### src/rtl/vce_pkg.sv
// -----------------------------------------------------------------------------
// vce_pkg
// Shared VCE definitions: palette RAM (CRAM) geometry, address/data types and
// the CRAM arbiter state encoding. Imported by vce_cram_arbiter and
// vce_HuC6260.
// -----------------------------------------------------------------------------
package vce_pkg;

    localparam int unsigned CRAM_ADDR_W = 9;
    localparam int unsigned CRAM_DATA_W = 9;
    localparam int unsigned CRAM_DEPTH  = 1 << CRAM_ADDR_W;

    // CRAM entry layout is GGGRRRBBB.
    typedef logic [CRAM_ADDR_W-1:0] cram_addr_t;
    typedef logic [CRAM_DATA_W-1:0] cram_data_t;

    typedef enum logic [1:0] {
        IDLE = 2'd0,    // no CPU access pending
        PEND = 2'd1,    // CPU access waiting for a RAM slot
        ACK  = 2'd2     // cycle after the CPU access, cpu_ack asserted
    } arb_state_t;

endpackage

### src/rtl/vce_cram_arbiter.sv
// -----------------------------------------------------------------------------
// vce_cram_arbiter
// Owns the single-port synchronous palette RAM (CRAM) and shares it between the
// hard real-time pixel fetch path and the CPU colour-table MMIO path.
//
// Ports
//   clock, reset_N           system clock, asynchronous active-low reset
//   pix_req, pix_addr        dot-clock read strobe and colour index
//   pix_valid, pix_data      colour entry, one cycle after pix_req
//   pix_stale                with pix_valid: slot was lost to the CPU
//   cpu_req/we/addr/wdata    CPU access, level request held until cpu_ack
//   cpu_ack, cpu_rdata       completion pulse, read data held until next read
//   ram_en/we/addr/wdata     CRAM port, driven combinationally from the grant
//   ram_rdata                CRAM registered read data
//
// Configuration
//   VCE_ACCESS_ARTIFACT_EN   defined: CPU always wins the port and a lost pixel
//                            slot shows the CPU-accessed entry (palette-write
//                            glitch). Undefined: pixel priority with a bounded
//                            CPU deferral and stale-repeat of the last colour.
// -----------------------------------------------------------------------------
module vce_cram_arbiter
    import vce_pkg::*;
#(
    parameter int unsigned ADDR_W    = CRAM_ADDR_W,
    parameter int unsigned DATA_W    = CRAM_DATA_W,
    parameter int unsigned MAX_DEFER = 3
) (
    input  logic              clock,
    input  logic              reset_N,

    input  logic              pix_req,
    input  logic [ADDR_W-1:0] pix_addr,
    output logic              pix_valid,
    output logic [DATA_W-1:0] pix_data,
    output logic              pix_stale,

    input  logic              cpu_req,
    input  logic              cpu_we,
    input  logic [ADDR_W-1:0] cpu_addr,
    input  logic [DATA_W-1:0] cpu_wdata,
    output logic              cpu_ack,
    output logic [DATA_W-1:0] cpu_rdata,

    output logic              ram_en,
    output logic              ram_we,
    output logic [ADDR_W-1:0] ram_addr,
    output logic [DATA_W-1:0] ram_wdata,
    input  logic [DATA_W-1:0] ram_rdata
);

    arb_state_t        state_q, state_d;

    logic              cpu_pending;
    logic              cpu_grant;
    logic              pix_grant;

    // Pixel pipeline: which kind of slot the previous cycle produced.
    logic              pix_rd_q;
    logic              pix_lost_q;
    logic [DATA_W-1:0] pix_hold_q;

    // Last-cycle CPU write, kept for read-after-write forwarding.
    logic              wr_valid_q;
    logic [ADDR_W-1:0] wr_addr_q;
    logic [DATA_W-1:0] wr_data_q;
    logic              fwd_d, fwd_q;
    logic [DATA_W-1:0] fwd_data_q;

    logic              acc_we_q;
    logic [DATA_W-1:0] cpu_rdata_q;

    // -------------------------------------------------------------------------
    // Grant decision
    // -------------------------------------------------------------------------
`ifdef VCE_ACCESS_ARTIFACT_EN
    logic [DATA_W-1:0] acc_wdata_q;

    always_comb begin
        // Reset gates every request so the port stays quiet during reset.
        cpu_pending = reset_N & ((state_q == PEND) | ((state_q == IDLE) & cpu_req));
        cpu_grant   = cpu_pending;
        pix_grant   = reset_N & pix_req & ~cpu_grant;
    end

    always_ff @(posedge clock or negedge reset_N) begin
        if (!reset_N) begin
            acc_wdata_q <= '0;
        end else if (cpu_grant) begin
            acc_wdata_q <= cpu_wdata;
        end
    end
`else
    localparam int unsigned DEFER_W = $clog2(MAX_DEFER + 1);
    localparam logic [DEFER_W-1:0] DEFER_MAX = DEFER_W'(MAX_DEFER);

    logic [DEFER_W-1:0] defer_q, defer_d;

    always_comb begin
        cpu_pending = reset_N & ((state_q == PEND) | ((state_q == IDLE) & cpu_req));
        cpu_grant   = cpu_pending & (~pix_req | (defer_q == DEFER_MAX));
        pix_grant   = reset_N & pix_req & ~cpu_grant;
    end

    // Counts pixel slots the pending CPU access has lost; saturating, so the
    // CPU is guaranteed the port after MAX_DEFER consecutive losses.
    always_comb begin
        defer_d = defer_q;
        if (cpu_grant) begin
            defer_d = '0;
        end else if (cpu_pending && pix_req && (defer_q != DEFER_MAX)) begin
            defer_d = defer_q + 1'b1;
        end
    end

    always_ff @(posedge clock or negedge reset_N) begin
        if (!reset_N) begin
            defer_q <= '0;
        end else begin
            defer_q <= defer_d;
        end
    end
`endif

    // -------------------------------------------------------------------------
    // CPU access FSM
    // -------------------------------------------------------------------------
    always_comb begin
        state_d = state_q;
        unique case (state_q)
            IDLE: begin
                if (cpu_pending) begin
                    state_d = cpu_grant ? ACK : PEND;
                end
            end
            PEND: begin
                if (cpu_grant) begin
                    state_d = ACK;
                end
            end
            ACK:     state_d = IDLE;
            default: state_d = IDLE;
        endcase
    end

    always_ff @(posedge clock or negedge reset_N) begin
        if (!reset_N) begin
            state_q <= IDLE;
        end else begin
            state_q <= state_d;
        end
    end

    // -------------------------------------------------------------------------
    // RAM port
    // -------------------------------------------------------------------------
    always_comb begin
        ram_en    = cpu_grant | pix_grant;
        ram_we    = cpu_grant & cpu_we;
        ram_addr  = '0;
        ram_wdata = '0;
        if (cpu_grant) begin
            ram_addr = cpu_addr;
            if (cpu_we) begin
                ram_wdata = cpu_wdata;
            end
        end else if (pix_grant) begin
            ram_addr = pix_addr;
        end
    end

    // A pixel read right after a CPU write to the same entry takes the written
    // value directly instead of relying on the RAM's read-first behaviour.
    assign fwd_d = pix_grant & wr_valid_q & (pix_addr == wr_addr_q);

    always_ff @(posedge clock or negedge reset_N) begin
        if (!reset_N) begin
            pix_rd_q    <= 1'b0;
            pix_lost_q  <= 1'b0;
            pix_hold_q  <= '0;
            wr_valid_q  <= 1'b0;
            wr_addr_q   <= '0;
            wr_data_q   <= '0;
            fwd_q       <= 1'b0;
            fwd_data_q  <= '0;
            acc_we_q    <= 1'b0;
            cpu_rdata_q <= '0;
        end else begin
            pix_rd_q    <= pix_grant;
            pix_lost_q  <= pix_req & cpu_grant;
            pix_hold_q  <= pix_data;
            wr_valid_q  <= cpu_grant & cpu_we;
            wr_addr_q   <= cpu_addr;
            wr_data_q   <= cpu_wdata;
            fwd_q       <= fwd_d;
            fwd_data_q  <= wr_data_q;
            if (cpu_grant) begin
                acc_we_q <= cpu_we;
            end
            cpu_rdata_q <= cpu_rdata;
        end
    end

    // -------------------------------------------------------------------------
    // Outputs
    // -------------------------------------------------------------------------
    always_comb begin
        pix_data = pix_hold_q;
        if (pix_rd_q) begin
            pix_data = fwd_q ? fwd_data_q : ram_rdata;
        end else if (pix_lost_q) begin
`ifdef VCE_ACCESS_ARTIFACT_EN
            // The lost slot shows whatever entry the CPU touched.
            pix_data = acc_we_q ? acc_wdata_q : ram_rdata;
`else
            pix_data = pix_hold_q;
`endif
        end
    end

    assign pix_valid = pix_rd_q | pix_lost_q;
    assign pix_stale = pix_lost_q;
    assign cpu_ack   = (state_q == ACK);
    assign cpu_rdata = ((state_q == ACK) && !acc_we_q) ? ram_rdata : cpu_rdata_q;

endmodule

### config.mk
export PLATFORM = sky130hd
export DESIGN_NAME = vce_cram_arbiter
export DESIGN_NICKNAME = d
export VERILOG_FILES = /design/src/rtl/vce_pkg.sv /design/src/rtl/vce_cram_arbiter.sv
export SDC_FILE = /design/constraint.sdc
export NUM_CORES = 1
export LEC_CHECK = 0
export CORE_ASPECT_RATIO = 1.4
export CORE_MARGIN = 10
export CORE_UTILIZATION = 47
export DETAILED_ROUTE_END_ITERATION = 6
export PLACE_DENSITY = 0.85
export SETUP_SLACK_MARGIN = 0.15
export SYNTH_ARGS = -nofsm -noshare
export SYNTH_HDL_FRONTEND = slang
export SYNTH_SLANG_ARGS = --single-unit
### constraint.sdc
create_clock -name clock -period 4.7 [get_ports clock]
set_input_delay 0.94 -clock clock [delete_from_list [all_inputs] [get_ports clock]]
set_output_delay 0.94 -clock clock [all_outputs]
set_load 0.02 [all_outputs]
* After elaboration in Yosys (flattened, before gate mapping) *
Index checks and enable logic that the tools add are counted.

operators by class
  multiplexer cells = 13
  reduce and logical (&&, ||, !) cells = 7
  bitwise gates (word level) = 15
  add/sub/neg operators = 1
  equal/unequal tests = 7

operator list
  cell                 count
  $mux 9               7
  $mux 2               5
  $and 1x1->1          9
  $eq 9x9->1           1
  $ne 2x2->1 const B   3
  $eq 2x2->1 const B   2
  $or 1x1->1           4
  $pmux 2 s2           1
  $logic_and 1x1->1    3
  $add 2x1->2 const B  1
  $eq 2x1->1 const B   1
  $logic_not 2->1      1
  $not 1->1            2
  $reduce_and 2->1     1
  $reduce_bool 2->1    1
  $logic_not 1->1      1

storage, ports and cells
  flip-flop bits (word level) = 54
  input bits = 41
  logic and storage cells = 55

* Logic depth before layout (Yosys ltp) *
Gate-level depths: netlist (run 1).

  word-level depth = 9
  mapped depth = 5

* Worst setup path before layout (run 1) *
Ideal clock, no wire load.

  kind = input to output
  from = in cpu_req
  to = out ram_addr[1]
  data required time = 3.760 ns
  cell stages on the path = 4
  buffers on the path = 1
  path slack = 2.071 ns
  data arrival time = 1.689 ns
  cell sequence = o21ba_4 > and3_4 > buf_6 > a22o_1

on the way
  cells in the longest elaborated chain, start to end = 8

RTL lines
  what             line                     text
  start, declared  vce_cram_arbiter.sv:38   input logic cpu_req,
  $and 1x1->1 *    vce_cram_arbiter.sv:100  cpu_pending = reset_N & ((state_q == PEND) | ((state_q == IDLE) & cpu_req));
  $or 1x1->1 *     vce_cram_arbiter.sv:100
  $and 1x1->1 *    vce_cram_arbiter.sv:100
  $and 1x1->1 *    vce_cram_arbiter.sv:101  cpu_grant = cpu_pending & (~pix_req | (defer_q == DEFER_MAX));
  $not 1->1        vce_cram_arbiter.sv:102  pix_grant = reset_N & pix_req & ~cpu_grant;
  $and 1x1->1      vce_cram_arbiter.sv:102
  $mux 9           vce_cram_arbiter.sv:167  end else if (pix_grant) begin
  $mux 9 *         vce_cram_arbiter.sv:162  if (cpu_grant) begin
  end, declared    vce_cram_arbiter.sv:47   output logic [ADDR_W-1:0] ram_addr,

Every way passes the cells marked *; elsewhere a longest branch is shown, timed or not.

* Worst setup path after layout (run 1) *
  from = in cpu_req
  to = out ram_addr[3]

The elaborated chain is that of the path after synthesis.

==> metrics.txt, run 1 <==
Initial Util 49.5%; fin nets 273; hpwl dp 3.92 mm; Critical Path AT 2.86 ns; antenna violations before repair 0; WL final 5.02 mm; pin count of the biggest net entering global routing 51; Worst Hold Launch wr_data_q[1]$_DFF_PN0_; Compound-Gate Fraction of Synth Area 7.92%; Crit Path Max Fanout 11; Final Hold Viols 0; top cells by area, synth dfrtp_1 (63%), mux2_4 (7.0%), mux2i_1 (4.2%), a22o_1 (3.7%), xor2_1 (3.3%); Req. time, crit path 3.76 ns; simple-gate share of the synthesized area 8.98%; Synth Cell Area 0.00213 mm²; antenna viol nets, final 0; area of the multi-input gates 714 µm²; Tcrit/Tclk final 80.8%; Adder-Cell Fraction of Synth Area 0.587%; Post-synth EDFFs 0; # resized after CTS 0; Final Setup Violations 0; Setup TNS Final 0 ns; Cells after Synth 150; Max Clk Rate 263 MHz; Synth Register Bits 54; kind of end point of the critical path output port; worst r2r path cells 4; Die X 76.9 µm; post-synthesis sequential area ratio 63.4%; biggest area consumer among synthesized cells dfrtp_1; die area 0.00767 mm²; core area 0.00431 mm²; # placed instances 284; Worst slew margin 58.2%; Post-Layout Cell Count 292; cell area power density 418 mW/mm²; synthesized area per cell 14.2 µm²; worst min path class reg -> reg; Setup CP Type in -> out; CP max-delay cell clkdlybuf4s50_1; met2 Use GR 22.5%; CP delay by family, top buffers and inverters; Post-route DRC 0; WL per Instance 17.2 µm; status finished, final reports clean; most frequent CP cell clkdlybuf4s50_1; Slew Viols, Final 0; area post-placement 0.00296 mm²; post-synthesis xor/xnor area fraction 3.70%; Sequential Area 0.00135 mm²; Overflow after GRT 0; hold buffers post-CTS 0; DIE HEIGHT 99.7 µm; TritonCTS clock tree built; number of global-route vias before repair 1663; R2R Setup Slk 3.16 ns; Final GP Congestion 0.689; Warnings, synthesis 0; Synth Net Count 192; busiest grt layer met2; routed vias 1449; share of layout cells above drive strength 1 10.8%; first-pass GRT wire length 8.51 mm; Reg-to-Reg End acc_we_q$_DFFE_PN0P_; Worst IR Drop VDD 0.260 mV; largest family of logic cells by synthesized area multiplexers; Cell Rows 28; setup repair bufs after CTS 0; Worst Path Buf+Inv 2; Port Buffer Count 81; ys async rst share 100%; RSZ-0062 raised after global routing no; DR vias/cell 4.96; library cells used by synthesis 30; clk_skew 0.00471 ns; Slew @ Worst Pin 0.627 ns; Ports 82; Leakage 1.31 nW; crit-path cells clkdlybuf4s50_1 -> o21ba_4 -> a21oi_2 -> a22o_1 -> clkdlybuf4s50_1; maximum clock path buffer count 2; Clock Latency Late Sink 0.30 ns; Max Cap Viol 0; ant diodes 0; WHS Path Cells 0; Pre-antenna DRT Iters 2; clk slew on worst S/H paths 0.09 ns; Synth Flop Type dfrtp_1; Reg2Reg Launch Point defer_q[0]$_DFFE_PN0P_; Fillers 311; multiplexer area fraction after synthesis 12.3%; met1 Use GR 14.4%; total CTS buffers 5; routing usage on met3 8.65%; Hold EP fwd_data_q[1]$_DFF_PN0_; Final min period 3.80 ns; # H-tree levels 2; Final Cell Area 0.00304 mm²; Sink Count 54; Initial DRC Count 72; post-synth top area share 63.4%; P&R area growth vs syn 42.8%; commonest non-fill, non-tap cell in the layout clkdlybuf4s50_1; startpoint types input pin; Max stage delay on crit path 0.61 ns; clk root buf clkbuf_8; commonest non-fill, non-tap cells in the layout clkdlybuf4s50_1 (80), dfrtp_1 (54), nor2_1 (11), mux2_4 (10), a21oi_1 (10); GRT Total Usage 13.8%
==> synth_stat cells, types with 2 or more instances <==
library cell	n
a21oi_1	10
nand2_1	2
buf_6	4
buf_2	2
nor4_1	2
mux2i_1	9
xor2_1	8
and3_1	9
mux2_1	2
and2_1	2
nor2_1	11
dfrtp_1	54
mux2_4	10
a22o_1	9
==> where the power goes <==
part / switching [W] / leakage [nW] / internal (W)
Sequential: 0.0000341 / 0.639 / 0.000543
Combinational: 0.000207 / 0.628 / 0.000241
Clock: 0.000142 / 0.0452 / 0.000105
Total: 0.000383 / 1.31 / 0.000890
==> area by class of cell <==
| type | count | area share [%] |
|---|---|---|
| Sequential cell | 54 | 44.4 |
| Timing Repair Buffer | 82 | 26.7 |
| Multi-Input combinational cell | 87 | 23.5 |
| Tap cell | 60 | 2.47 |
| Clock buffer | 6 | 2.38 |
| Clock inverter | 2 | 0.452 |
| Inverter | 1 | 0.123 |
==> per-layer routing <==
metal	part of all wire (%)	up-vias
met1	38	693
met5	0	-
met2	48	63
li1	-	687
met4	1.2	0
met3	13	6
==> sequential cells by signal (all words and copies together), names as in the netlist <==
name / cells
wr_valid_q: 1
fwd_q: 1
fwd_data_q: 9
wr_data_q: 9
wr_addr_q: 9
pix_rd_q: 1
pix_hold_q: 9
pix_stale: 1
defer_q: 2
cpu_rdata_q: 9
state_q: 2
acc_we_q: 1
==> worst max path at each step <==
stage                 start          end  cells after the start
global placement    cpu_req  ram_addr[1]                      5
detailed placement  cpu_req  ram_addr[5]                      5
floorplan           cpu_req  ram_addr[1]                      4
finish              cpu_req  ram_addr[3]                      5
CTS                 cpu_req  ram_addr[3]                      5
global route        cpu_req  ram_addr[7]                      5
==> cell families (layout without fill, tap and decap cells) <==
group | after synthesis | in the layout
adders and majority gates | 1 | 1
and+or+nand+nor | 33 | 33
AOI/OAI and AO/OA | 23 | 23
muxes | 21 | 21
xor gates and xnor gates | 9 | 9
DFF | 54 | 54
buffers and inverters | 9 | 91
==> metrics by stage <==
step	hold WS (ns)	utilization, %	power [W]	worst slack [ns]
2_1_floorplan	0.331	-	0.000828	2.07
4_1_cts	0.348	70.6	0.00129	0.872
5_1_grt	0.355	70.6	0.00134	0.795
3_3_place_gp	0.334	68.6	0.00103	0.945
6_report	0.350	70.6	0.00127	0.902
3_5_place_dp	0.335	68.6	0.00104	0.881
(Power assumes the default switching activity.)
==> inputs of run 2 (changes only) <==
--- a/config.mk
+++ b/config.mk
@@ -7,9 +7,9 @@
 export LEC_CHECK = 0
 export CORE_ASPECT_RATIO = 1.4
 export CORE_MARGIN = 10
-export CORE_UTILIZATION = 47
+export CORE_UTILIZATION = 43
 export DETAILED_ROUTE_END_ITERATION = 6
-export PLACE_DENSITY = 0.85
+export PLACE_DENSITY = 0.79
 export SETUP_SLACK_MARGIN = 0.15
 export SYNTH_ARGS = -nofsm -noshare
 export SYNTH_HDL_FRONTEND = slang
==> constraint.sdc (replaced) <==
create_clock -name clock -period 3.7 [get_ports clock]
set_input_delay 0.74 -clock clock [delete_from_list [all_inputs] [get_ports clock]]
set_output_delay 0.74 -clock clock [all_outputs]
set_load 0.02 [all_outputs]
==> run 2 against run 1 <==
Compared with the run above:
- first-iteration DRC count fell by 39%
- clock skew fell by 0.00078 ns
- non-clock buffer count stayed put
- worst hold slack worse by 0.052 ns
- register-to-register slack worse by 1.0 ns
- flip-flop and latch count unchanged
- clock-buffer cell count did not move
- via count is 4.1% lower
- total power rose by 32%
- die area up 7.1%
- clock power rose by 53%
- design area is 0.95% higher
- largest power group unchanged
- highest routed layer unchanged
==> metrics.txt, run 2 (same netlist as run 1, synthesis figures left out) <==
status finished, final reports clean; Worst slew margin 60.2% (+2.0 points); Max Cap Viol 0 (unchanged); Final Setup Violations 0 (unchanged); register share of total power 43.6% (-1.8 points); Post-Layout Cell Count 296 (+1.4%); kind of end point of the critical path output port; number of global-route vias before repair 1587 (-4.6%); Setup CP Type in -> out; Initial DRC Count 44 (-39%); hpwl dp 3.74 mm (-4.7%); Min Hold Slack 0.298 ns (-0.0519 ns); worst min path class in -> async; setup repair bufs after CTS 0 (unchanged); clk root buf clkbuf_8; GRT Total Usage 12.2% (-1.6 points); antenna viol nets, final 0 (unchanged); P&R area growth vs syn 44.1%; Top Layer Used met4; Req. time, crit path 2.96 ns (-0.80 ns); # H-tree levels 2 (unchanged); Slew Viols, Final 0 (unchanged); Slew @ Worst Pin 0.597 ns (-0.0297 ns); DIE HEIGHT 103 µm (+3.6%); area post-placement 0.00296 mm² (+0.17%); # resized after CTS 0 (unchanged); Crit Path Max Fanout 11 (unchanged); Ports 82 (unchanged); Overall Power 0.00168 W (+32%); WL per Instance 16.3 µm (-5.5%); Reg-to-Reg End acc_we_q$_DFFE_PN0P_; routed vias 1389 (-4.1%); Final GP Congestion 0.706 (+2.4%); hold buffers post-CTS 0 (unchanged); clk_skew 0.00393 ns (-0.000777 ns); Cell Rows 30 (+7.1%); Setup crit start cpu_req; # placed instances 288 (+1.4%); Overflow after GRT 0 (unchanged); Reg2Reg Launch Point defer_q[0]$_DFFE_PN0P_; Sw Pwr 0.000479 W (+25%); Post-route DRC 0 (unchanged); Final Cell Area 0.00307 mm² (+0.95%); Int Power 0.00120 W (+35%); routed wl met3 457 µm (-29%); WL final 4.81 mm (-4.2%); Worst IR Drop VDD 0.384 mV (+48%); worst r2r path cells 4 (unchanged); Max Clk Rate 294 MHz; Die X 79.5 µm (+3.4%); die area 0.00821 mm² (+7.1%); sw frac 28.6% (-1.6 points); Final min period 3.40 ns; Critical Path AT 2.66 ns (-0.20 ns); Tcrit/Tclk final 91.8%; share of layout cells above drive strength 1 10.8% (unchanged); total CTS buffers 5 (unchanged); fin nets 273 (unchanged); Pre-antenna DRT Iters 4 (+2); RSZ-0062 raised after global routing no; DR vias/cell 4.69 (-5.4%); Sink Count 54 (unchanged); commonest non-fill, non-tap cell in the layout clkdlybuf4s50_1; Clock power frac 22.7% (+3.3 points); Clock Latency Late Sink 0.30 ns (about the same); Gate power share 33.7% (-1.5 points); Setup TNS Final 0 ns (unchanged); Leakage 1.32 nW (+0.48%); WL met1 1.80 mm (-6.1%); startpoint types input pin; first-pass GRT wire length 7.80 mm (-8.3%); Final Hold Viols 0 (unchanged); cell area power density 546 mW/mm² (+30%); Port Buffer Count 81 (unchanged); ant diodes 0 (unchanged); pin count of the biggest net entering global routing 51 (unchanged); core area 0.00484 mm² (+12%); clk slew on worst S/H paths 0.09 ns (about the same); antenna violations before repair 0 (unchanged); commonest non-fill, non-tap cells in the layout clkdlybuf4s50_1 (80), dfrtp_1 (54), nor2_1 (11), mux2_4 (10), a21oi_1 (10); R2R Setup Slk 2.14 ns (-1.02 ns); maximum clock path buffer count 2 (unchanged); Initial Util 44.0% (-5.4 points); TritonCTS clock tree built; met2 WL 2.50 mm (+4.3%)
## run 2: critical path, cell delays in order
cell,delay (ns)
clkdlybuf4s50_1,0.44
o21ba_4,0.23
a21oi_2,0.41
a22o_1,0.23
clkdlybuf4s50_1,0.61
## run 2: through the flow
stage	setup WS, ns	utilization, %
after floorplan	1.47	-
after global placement	0.311	61.2
after detailed placement	0.273	61.2
after CTS	0.272	63.5
after global routing	0.203	63.5
final	0.303	63.5
## run 2: routing by layer
layer	global-route usage (%)	vias up
li1	-	678
met1	12.3	654
met2	21.4	52
met3	5.97	5
met4	3.73	0
met5	0	-
## run 2: power groups by stage
stage	Combinational [W]	Clock (W)	Sequential (W)
after floorplan	0.000320	0	0.000731
after global placement	0.000565	0	0.000739
after detailed placement	0.000572	0	0.000745
after CTS	0.000576	0.000392	0.000732
after global routing	0.000606	0.000420	0.000747
final	0.000565	0.000380	0.000731
## run 2: worst max path at each step
stage	to	slack [ns]	cells past startpoint
after global placement	ram_addr[5]	0.31	5
final	ram_addr[8]	0.30	5
after detailed placement	ram_addr[6]	0.27	5
after floorplan	ram_addr[1]	1.47	4
after global routing	ram_addr[4]	0.20	5
after CTS	ram_addr[8]	0.27	5
## run 2: layout make-up
cell class / instances / area (µm²)
Sequential cell: 54 / 1350
Inverter: 1 / 3.75
Tap cell: 64 / 80.1
Fill cell: 367 / 1770
Multi-Input combinational cell: 87 / 714
Clock buffer: 6 / 72.6
Timing Repair Buffer: 82 / 813
Clock inverter: 2 / 37.5
